`src/rtl/id_stage_if.sv`:
```
// id_stage_if: IF/ID inputs, reg_file read ports, EX/MEM bypass inputs and ID/EX outputs of the decode stage
interface id_stage_if;
    logic [31:0] if_pc;
    logic [31:0] if_inst;
    logic        if_valid;
    logic        stall_in;
    logic        flush;
    logic        rd_en1;
    logic [4:0]  rdaddr1;
    logic [31:0] rddata1;
    logic        rd_en2;
    logic [4:0]  rdaddr2;
    logic [31:0] rddata2;
    logic        ex_wr_en;
    logic [4:0]  ex_wraddr;
    logic [31:0] ex_wrdata;
    logic        ex_is_load;
    logic        mem_wr_en;
    logic [4:0]  mem_wraddr;
    logic [31:0] mem_wrdata;
    logic        stall_req;
    logic        branch_taken;
    logic [31:0] branch_target;
    logic        idex_valid;
    logic [3:0]  idex_aluop;
    logic [31:0] idex_src1;
    logic [31:0] idex_src2;
    logic        idex_wreg;
    logic [4:0]  idex_wd;
    logic [1:0]  idex_memop;
    logic [31:0] idex_store_data;
    modport master (
        output if_pc, if_inst, if_valid, stall_in, flush, rddata1, rddata2,
               ex_wr_en, ex_wraddr, ex_wrdata, ex_is_load, mem_wr_en, mem_wraddr, mem_wrdata,
        input  rd_en1, rdaddr1, rd_en2, rdaddr2, stall_req, branch_taken, branch_target,
               idex_valid, idex_aluop, idex_src1, idex_src2, idex_wreg, idex_wd, idex_memop, idex_store_data
    );
    modport slave (
        input  if_pc, if_inst, if_valid, stall_in, flush, rddata1, rddata2,
               ex_wr_en, ex_wraddr, ex_wrdata, ex_is_load, mem_wr_en, mem_wraddr, mem_wrdata,
        output rd_en1, rdaddr1, rd_en2, rdaddr2, stall_req, branch_taken, branch_target,
               idex_valid, idex_aluop, idex_src1, idex_src2, idex_wreg, idex_wd, idex_memop, idex_store_data
    );
endinterface

```
`src/rtl/id_stage.sv`:
```
// id_stage: MIPS32 decode, operand resolve, BEQ/BNE resolve, load-use hazard and ID/EX register; define ID_FWD_EN for EX/MEM forwarding, otherwise any pending producer of a used source stalls
module id_stage (
    input  logic      clk,
    input  logic      rst,
    id_stage_if.slave bus
);
    typedef struct packed {
        logic        valid;
        logic [3:0]  aluop;
        logic [31:0] src1;
        logic [31:0] src2;
        logic        wreg;
        logic [4:0]  wd;
        logic [1:0]  memop;
        logic [31:0] store_data;
    } idex_t;

    logic [5:0]  w_op, w_funct;
    logic [4:0]  w_rs, w_rt, w_rd, w_shamt;
    logic [15:0] w_imm16;
    logic [31:0] w_sext, w_zext, w_imm;
    logic        w_ok, w_use_rs, w_use_rt, w_shift, w_use_imm, w_rtype, w_wr, w_beq, w_bne, w_valid;
    logic [3:0]  w_aluop;
    logic [1:0]  w_memop;
    logic [4:0]  w_rdaddr1, w_rdaddr2;
    logic        w_ex_hit1, w_ex_hit2, w_mem_hit1, w_mem_hit2, w_stall, w_eq;
    logic [31:0] w_rs_val, w_rt_val;
    idex_t       w_dec, r_idex;

    assign w_op    = bus.if_inst[31:26];
    assign w_rs    = bus.if_inst[25:21];
    assign w_rt    = bus.if_inst[20:16];
    assign w_rd    = bus.if_inst[15:11];
    assign w_shamt = bus.if_inst[10:6];
    assign w_funct = bus.if_inst[5:0];
    assign w_imm16 = bus.if_inst[15:0];
    assign w_sext  = {{16{w_imm16[15]}}, w_imm16};
    assign w_zext  = {16'd0, w_imm16};

    // Decode opcode/funct into operand usage, ALU op, immediate form and write-back intent
    always_comb begin
        w_ok      = 1'b1;
        w_use_rs  = 1'b1;
        w_use_rt  = 1'b0;
        w_shift   = 1'b0;
        w_use_imm = 1'b1;
        w_rtype   = 1'b0;
        w_wr      = 1'b1;
        w_beq     = 1'b0;
        w_bne     = 1'b0;
        w_aluop   = 4'd0;
        w_imm     = w_sext;
        w_memop   = 2'd0;
        case (w_op)
            6'h00: begin
                w_rtype   = 1'b1;
                w_use_rt  = 1'b1;
                w_use_imm = 1'b0;
                case (w_funct)
                    6'h21: w_aluop = 4'd0;
                    6'h23: w_aluop = 4'd1;
                    6'h24: w_aluop = 4'd2;
                    6'h25: w_aluop = 4'd3;
                    6'h26: w_aluop = 4'd4;
                    6'h27: w_aluop = 4'd5;
                    6'h2a: w_aluop = 4'd6;
                    6'h00: begin w_aluop = 4'd7; w_shift = 1'b1; w_use_rs = 1'b0; end
                    6'h02: begin w_aluop = 4'd8; w_shift = 1'b1; w_use_rs = 1'b0; end
                    6'h03: begin w_aluop = 4'd9; w_shift = 1'b1; w_use_rs = 1'b0; end
                    default: w_ok = 1'b0;
                endcase
            end
            6'h09: w_aluop = 4'd0;
            6'h0c: begin w_aluop = 4'd2; w_imm = w_zext; end
            6'h0d: begin w_aluop = 4'd3; w_imm = w_zext; end
            6'h0e: begin w_aluop = 4'd4; w_imm = w_zext; end
            6'h0f: begin w_aluop = 4'd3; w_use_rs = 1'b0; w_imm = {w_imm16, 16'd0}; end
            6'h23: w_memop = 2'd1;
            6'h2b: begin w_memop = 2'd2; w_use_rt = 1'b1; w_wr = 1'b0; end
            6'h04: begin w_beq = 1'b1; w_use_rt = 1'b1; w_use_imm = 1'b0; w_wr = 1'b0; end
            6'h05: begin w_bne = 1'b1; w_use_rt = 1'b1; w_use_imm = 1'b0; w_wr = 1'b0; end
            default: w_ok = 1'b0;
        endcase
    end

    assign w_valid     = bus.if_valid && w_ok;
    assign w_rdaddr1   = (w_valid && w_use_rs) ? w_rs : 5'd0;
    assign w_rdaddr2   = (w_valid && w_use_rt) ? w_rt : 5'd0;
    assign bus.rd_en1  = w_valid && w_use_rs;
    assign bus.rd_en2  = w_valid && w_use_rt;
    assign bus.rdaddr1 = w_rdaddr1;
    assign bus.rdaddr2 = w_rdaddr2;

    // An unused source carries address 0, so it can never match a producer
    assign w_ex_hit1  = bus.ex_wr_en && bus.ex_wraddr != 5'd0 && bus.ex_wraddr == w_rdaddr1;
    assign w_ex_hit2  = bus.ex_wr_en && bus.ex_wraddr != 5'd0 && bus.ex_wraddr == w_rdaddr2;
    assign w_mem_hit1 = bus.mem_wr_en && bus.mem_wraddr != 5'd0 && bus.mem_wraddr == w_rdaddr1;
    assign w_mem_hit2 = bus.mem_wr_en && bus.mem_wraddr != 5'd0 && bus.mem_wraddr == w_rdaddr2;

`ifdef ID_FWD_EN
    assign w_rs_val = w_ex_hit1 ? bus.ex_wrdata : w_mem_hit1 ? bus.mem_wrdata : w_rdaddr1 == 5'd0 ? 32'd0 : bus.rddata1;
    assign w_rt_val = w_ex_hit2 ? bus.ex_wrdata : w_mem_hit2 ? bus.mem_wrdata : w_rdaddr2 == 5'd0 ? 32'd0 : bus.rddata2;
    assign w_stall  = bus.ex_is_load && (w_ex_hit1 || w_ex_hit2);
`else
    assign w_rs_val = w_rdaddr1 == 5'd0 ? 32'd0 : bus.rddata1;
    assign w_rt_val = w_rdaddr2 == 5'd0 ? 32'd0 : bus.rddata2;
    assign w_stall  = w_ex_hit1 || w_ex_hit2 || w_mem_hit1 || w_mem_hit2;
`endif

    assign w_eq              = w_rs_val == w_rt_val;
    assign bus.stall_req     = w_stall;
    assign bus.branch_taken  = w_valid && (w_beq ? w_eq : (w_bne && !w_eq)) && !w_stall && !bus.flush;
    assign bus.branch_target = bus.if_pc + 32'd4 + {w_sext[29:0], 2'b00};

    // Assemble the decoded ID/EX bundle; unrecognised or invalid instructions become a bubble
    always_comb begin
        w_dec = '0;
        if (w_valid) begin
            w_dec.valid      = 1'b1;
            w_dec.aluop      = w_aluop;
            w_dec.src1       = w_shift ? w_rt_val : w_rs_val;
            w_dec.src2       = w_shift ? {27'd0, w_shamt} : w_use_imm ? w_imm : w_rt_val;
            w_dec.wd         = w_wr ? (w_rtype ? w_rd : w_rt) : 5'd0;
            w_dec.wreg       = w_wr && w_dec.wd != 5'd0;
            w_dec.memop      = w_memop;
            w_dec.store_data = w_memop == 2'd2 ? w_rt_val : 32'd0;
        end
    end

    // ID/EX register: reset and flush clear, downstream hold keeps, a hazard stall inserts a bubble
    always_ff @(posedge clk) begin
        if (!rst || bus.flush) r_idex <= '0;
        else if (!bus.stall_in) r_idex <= w_stall ? '0 : w_dec;
    end

    assign bus.idex_valid      = r_idex.valid;
    assign bus.idex_aluop      = r_idex.aluop;
    assign bus.idex_src1       = r_idex.src1;
    assign bus.idex_src2       = r_idex.src2;
    assign bus.idex_wreg       = r_idex.wreg;
    assign bus.idex_wd         = r_idex.wd;
    assign bus.idex_memop      = r_idex.memop;
    assign bus.idex_store_data = r_idex.store_data;
endmodule

```
`src/flat_wrapper.sv`:
```
// flat-port wrapper written by rule: the top's interface ports become plain ports
module id_stage_flat 
  (clk, rst, bus_if_pc, bus_if_inst, bus_if_valid, bus_stall_in, bus_flush, bus_rddata1, bus_rddata2, bus_ex_wr_en, bus_ex_wraddr, bus_ex_wrdata, bus_ex_is_load, bus_mem_wr_en, bus_mem_wraddr, bus_mem_wrdata, bus_rd_en1, bus_rdaddr1, bus_rd_en2, bus_rdaddr2, bus_stall_req, bus_branch_taken, bus_branch_target, bus_idex_valid, bus_idex_aluop, bus_idex_src1, bus_idex_src2, bus_idex_wreg, bus_idex_wd, bus_idex_memop, bus_idex_store_data);
  id_stage_if bus_i ();
  input  logic clk;
  input  logic rst;
  input wire logic [$bits(bus_i.if_pc)-1:0] bus_if_pc;
  input wire logic [$bits(bus_i.if_inst)-1:0] bus_if_inst;
  input wire logic [$bits(bus_i.if_valid)-1:0] bus_if_valid;
  input wire logic [$bits(bus_i.stall_in)-1:0] bus_stall_in;
  input wire logic [$bits(bus_i.flush)-1:0] bus_flush;
  input wire logic [$bits(bus_i.rddata1)-1:0] bus_rddata1;
  input wire logic [$bits(bus_i.rddata2)-1:0] bus_rddata2;
  input wire logic [$bits(bus_i.ex_wr_en)-1:0] bus_ex_wr_en;
  input wire logic [$bits(bus_i.ex_wraddr)-1:0] bus_ex_wraddr;
  input wire logic [$bits(bus_i.ex_wrdata)-1:0] bus_ex_wrdata;
  input wire logic [$bits(bus_i.ex_is_load)-1:0] bus_ex_is_load;
  input wire logic [$bits(bus_i.mem_wr_en)-1:0] bus_mem_wr_en;
  input wire logic [$bits(bus_i.mem_wraddr)-1:0] bus_mem_wraddr;
  input wire logic [$bits(bus_i.mem_wrdata)-1:0] bus_mem_wrdata;
  output wire logic [$bits(bus_i.rd_en1)-1:0] bus_rd_en1;
  output wire logic [$bits(bus_i.rdaddr1)-1:0] bus_rdaddr1;
  output wire logic [$bits(bus_i.rd_en2)-1:0] bus_rd_en2;
  output wire logic [$bits(bus_i.rdaddr2)-1:0] bus_rdaddr2;
  output wire logic [$bits(bus_i.stall_req)-1:0] bus_stall_req;
  output wire logic [$bits(bus_i.branch_taken)-1:0] bus_branch_taken;
  output wire logic [$bits(bus_i.branch_target)-1:0] bus_branch_target;
  output wire logic [$bits(bus_i.idex_valid)-1:0] bus_idex_valid;
  output wire logic [$bits(bus_i.idex_aluop)-1:0] bus_idex_aluop;
  output wire logic [$bits(bus_i.idex_src1)-1:0] bus_idex_src1;
  output wire logic [$bits(bus_i.idex_src2)-1:0] bus_idex_src2;
  output wire logic [$bits(bus_i.idex_wreg)-1:0] bus_idex_wreg;
  output wire logic [$bits(bus_i.idex_wd)-1:0] bus_idex_wd;
  output wire logic [$bits(bus_i.idex_memop)-1:0] bus_idex_memop;
  output wire logic [$bits(bus_i.idex_store_data)-1:0] bus_idex_store_data;
  assign bus_i.if_pc = bus_if_pc;
  assign bus_i.if_inst = bus_if_inst;
  assign bus_i.if_valid = bus_if_valid;
  assign bus_i.stall_in = bus_stall_in;
  assign bus_i.flush = bus_flush;
  assign bus_i.rddata1 = bus_rddata1;
  assign bus_i.rddata2 = bus_rddata2;
  assign bus_i.ex_wr_en = bus_ex_wr_en;
  assign bus_i.ex_wraddr = bus_ex_wraddr;
  assign bus_i.ex_wrdata = bus_ex_wrdata;
  assign bus_i.ex_is_load = bus_ex_is_load;
  assign bus_i.mem_wr_en = bus_mem_wr_en;
  assign bus_i.mem_wraddr = bus_mem_wraddr;
  assign bus_i.mem_wrdata = bus_mem_wrdata;
  assign bus_rd_en1 = bus_i.rd_en1;
  assign bus_rdaddr1 = bus_i.rdaddr1;
  assign bus_rd_en2 = bus_i.rd_en2;
  assign bus_rdaddr2 = bus_i.rdaddr2;
  assign bus_stall_req = bus_i.stall_req;
  assign bus_branch_taken = bus_i.branch_taken;
  assign bus_branch_target = bus_i.branch_target;
  assign bus_idex_valid = bus_i.idex_valid;
  assign bus_idex_aluop = bus_i.idex_aluop;
  assign bus_idex_src1 = bus_i.idex_src1;
  assign bus_idex_src2 = bus_i.idex_src2;
  assign bus_idex_wreg = bus_i.idex_wreg;
  assign bus_idex_wd = bus_i.idex_wd;
  assign bus_idex_memop = bus_i.idex_memop;
  assign bus_idex_store_data = bus_i.idex_store_data;
  id_stage u_core (.clk(clk), .rst(rst), .bus(bus_i));
endmodule
```
`config.mk`:
```
export PLATFORM = sky130hd
export DESIGN_NAME = id_stage_flat
export DESIGN_NICKNAME = d
export VERILOG_FILES = /design/src/rtl/id_stage_if.sv /design/src/rtl/id_stage.sv /design/src/flat_wrapper.sv
export SDC_FILE = /design/constraint.sdc
export NUM_CORES = 1
export LEC_CHECK = 0
export ABC_AREA = 0
export ABC_CLOCK_PERIOD_IN_PS = 4100
export CAP_MARGIN = 20
export CORE_MARGIN = 8
export CORE_UTILIZATION = 38
export CTS_CLUSTER_DIAMETER = 120
export DETAILED_ROUTE_END_ITERATION = 8
export PLACE_DENSITY = 0.79
export SLEW_MARGIN = 0
export SYNTH_ARGS = -nofsm -noshare
export SYNTH_HDL_FRONTEND = slang
export SYNTH_SLANG_ARGS = --single-unit
```
`constraint.sdc`:
```
create_clock -name clk -period 4.1 [get_ports clk]
set_clock_uncertainty 0.05 [all_clocks]
set_input_delay 0.615 -clock clk [delete_from_list [all_inputs] [get_ports clk]]
set_output_delay 0.615 -clock clk [all_outputs]
set_load 0.1 [all_outputs]
```
==> impl_results.md <==
- Run status: finished with violations
- Failing checks: setup timing
- Vias in the first global route: 10071
- Worst slack, placed: -0.689 ns
- Sink Count: 109
- Final worst slack: -0.216 ns
- Routed wirelength normalized by instance count: 23.3 um
- Upper clock frequency limit: 232 MHz
- Placed standard-cell area: 13100 um^2
- Nets@finish: 1739
- Fraction of the core area covered by cells at the end of the flow: 72.5%
- Xor and xnor fraction of the mapped netlist area: 6.40%
- Crit path max-delay family: compound AO/OA/AOI/OAI gates
- WHS Path Cells: 2
- Global-route wire length before repair: 57200 um
- Number of buffers inserted by port buffering: 295
- Unrepaired setup endpoints after global routing: yes
- Synth warn: 0
- Final estimated routing congestion in global placement: 0.965
- Number of antenna violations at the first check in global routing: 1
- Grt total ovfl: 0
- Most common library cell in the layout ignoring fill and taps: clkdlybuf4s50_1
- Maximum count of clock buffers along a single path: 2
- Core Region: 20200 um^2
- Initial cell density of the core: 38.6%
- Number of vias per cell: 5.92
- Number of flops mapped to enable cells by yosys: 0
- Dominant synthesized flop cell: dfxtp_1
- Cell count of the worst reg-to-reg path: 2
- Number of buffer and inverter instances along the worst setup path: 5
- Synthesized instance count: 979
- Max stage delay on crit path: 0.34 ns
- Cell-by-cell listing of the critical path: buf_8 > buf_6 > ha_4 > buf_6 > fa_2 > a21o_1 > a21oi_4 > o21ai_4 > a41oi_4 > o21ai_2 > a21oi_2 > inv_2 > a21o_1 > a21oi_2 > xnor2_2 > buf_12
- Setup slack, reg-to-reg: 3.35 ns
- Maximum number of pins on one net before global-route repair: 64
- Layout cell share with drive strength beyond 1: 32.1%
- Placed wire-length estimate after detailed placement: 28900 um
- Start-to-end type of the worst setup path: primary input to output port
- Endpoints failing setup: 8
- Count of final max-slew check failures: 0
- Data arrival time of the critical path: 3.65 ns
- Worst hold margin: 0.399 ns
- Post-route DRC violation count: 0
- Combinational family with the most area after synthesis: compound AO/OA/AOI/OAI gates
- Highest net fanout along the worst path: 3
- Worst path required time: 3.43 ns
- Crit Reg-Reg Endpoint: u_core.bus.idex_memop[0]$_SDFFE_PP0N_
- Cell area after layout: 14600 um^2
- Clock insertion delay at the later pin of the skew report: 0.36 ns
- Maximum capacitance violations: 0
- Post-synth cell types: 75
- Pwr Density: 297 nW/um^2
- Cts bufs inserted: 9
- Min cycle time layout: 4.32 ns
- Area share of fa/ha/maj cells after synthesis: 9.41%
- Most used cells in the layout excluding fill and tap cells: 223 x clkdlybuf4s50_1, 222 x buf_4, 109 x dfxtp_1
- Final hold violations: 0
- Total standard cell area after synthesis: 7790 um^2
- Total number of vias: 10344
- Beginning of the worst register-to-register path: u_core.bus.idex_memop[0]$_SDFFE_PP0N_
- First-pass detailed-route iteration total: 5
- Die Footprint: 25400 um^2
- Mux cell area share after synthesis: 0.642%
- CP startpoint kind: primary input
- Actual slew at the worst max-slew pin: 1.11 ns
- Post-layout total power: 4.34 mW
- Part of the Yosys area used for sequential elements: 28.0%
- Placement row count: 52
- H-tree Lvls: 3
- Seq cells post-synth: 109
- Relative slew slack: 25.8%
- Start point of the worst min-delay path: u_core.bus.idex_src2[26]$_SDFFE_PP0N_
- Clock tree root buffer cell: clkbuf_16
- Endpoint with the worst hold slack: u_core.bus.idex_src2[26]$_SDFFE_PP0N_
- Worst Hold Class: register to register
- Share of synthesized cell area in and, or, nand and nor gates: 18.7%
- Post-detailed-route count of antenna-violating nets: 0
- Lkg Pwr: 5.82 nW
- Combined global-route utilization of all metal layers: 28.1%
- Setup TNS: -0.836 ns
- Post-Syn Nets: 1247
- Worst supply voltage drop on vdd: 0.000259 V
- Kind of end point of the critical path: output port
- DIE HEIGHT: 159 um
- Fraction of the mapped netlist area in compound gates: 31.1%
- CTS tree: done
- Initial DRC count: 936
- Post-Layout Cell Count: 1747
- Share of flip-flops with an asynchronous set or reset after synthesis: 0%
- Synth Area per Inst: 7.96 um^2
- Fin crit share: 105%
- Wire length after detailed routing: 40700 um
- Horizontal die dimension: 159 um
- Slowest stage cell, crit path: fa_2
- Inst Count DP: 1686
- I/O pin count: 365
- Area growth from synthesis to layout: 87.5%
- Clk slew on worst S/H paths: 0.07 ns
[sequential cells by signal, indices dropped and copies added (netlist names)]
name / cells
u_core.bus.idex_wreg: 1
u_core.bus.idex_src1: 32
u_core.bus.idex_memop: 2
u_core.bus.idex_src2: 32
u_core.bus.idex_aluop: 4
u_core.bus.idex_store_data: 32
u_core.bus.idex_valid: 1
u_core.bus.idex_wd: 5
[synth_stat cells, types with 17 or more instances]
| cell type | number | area share (%) |
|---|---|---|
| a21oi_1 | 48 | 3.1 |
| a221oi_1 | 17 | 1.9 |
| a22o_1 | 35 | 3.9 |
| a22oi_1 | 60 | 5.8 |
| clkbuf_1 | 39 | 1.9 |
| dfxtp_1 | 109 | 28 |
| ha_1 | 57 | 9.1 |
| inv_1 | 38 | 1.8 |
| nand2_1 | 106 | 5.1 |
| nor2_1 | 67 | 3.2 |
| nor3_1 | 22 | 1.4 |
| o21ai_0 | 111 | 7.1 |
| xnor2_1 | 39 | 4.4 |
| xor2_1 | 18 | 2.0 |
[worst max-delay path by stage]
stage,startpoint,cells after the start,end
CTS,bus_if_inst[27],14,bus_branch_taken
global route,bus_if_inst[5],16,bus_branch_target[21]
global placement,bus_if_inst[27],14,bus_branch_taken
floorplan,bus_if_inst[30],13,bus_branch_taken
finish,bus_if_inst[2],16,bus_branch_target[21]
detailed placement,bus_if_inst[27],12,bus_branch_taken
[cells by family after synthesis]
| group | Yosys count |
|---|---|
| buf+inv | 99 |
| flops | 109 |
| mux | 5 |
| xor+xnor | 57 |
| compound gates | 357 |
| simple gates | 294 |
| fa+ha+maj | 58 |
[power breakdown]
| part | switching, mW | leakage (nW) | internal (mW) |
|---|---|---|---|
| combinational | 1.36 | 4.78 | 0.957 |
| clock | 0.455 | 0.161 | 0.510 |
| sequential | 0.00131 | 0.878 | 1.06 |
[repair_timing]
action                                  CTS  global route
endpoints found under the setup margin   18            17
hold buffers                              0             0
pin swaps                                67            56
resized for setup                       167            73
setup buffers                            28            15
gates cloned                              1             1
[layer usage]
layer  share of wire, %  global-route usage [%]  vias to the layer above  wire [um]
met3                9.3                    6.70                      169       3790
li1                   -                       -                     4588          -
met5                  0                       0                        -          0
met2                 47                    47.6                      656      19000
met4                5.7                    12.3                        0       2310
met1                 38                    33.4                     4931      15600
[cell type report]
cell class | count | area [um^2]
inverter | 39 | 164
clock inverter | 6 | 91.3
tap | 270 | 338
sequential | 109 | 2180
antenna | 1 | 2.50
timing repair inverter | 1 | 6.26
fill | 1410 | 5560
clock buffer | 10 | 239
timing repair buffer | 540 | 5380
multi-input combinational | 771 | 6220
[worst reg2reg max path: stages, from the launching register on]
cell	delay, ns
dfxtp_1	0.38
nand2_1	0.08
o41ai_1	0.11
No activity file was read; power rests on OpenSTA's default activity.
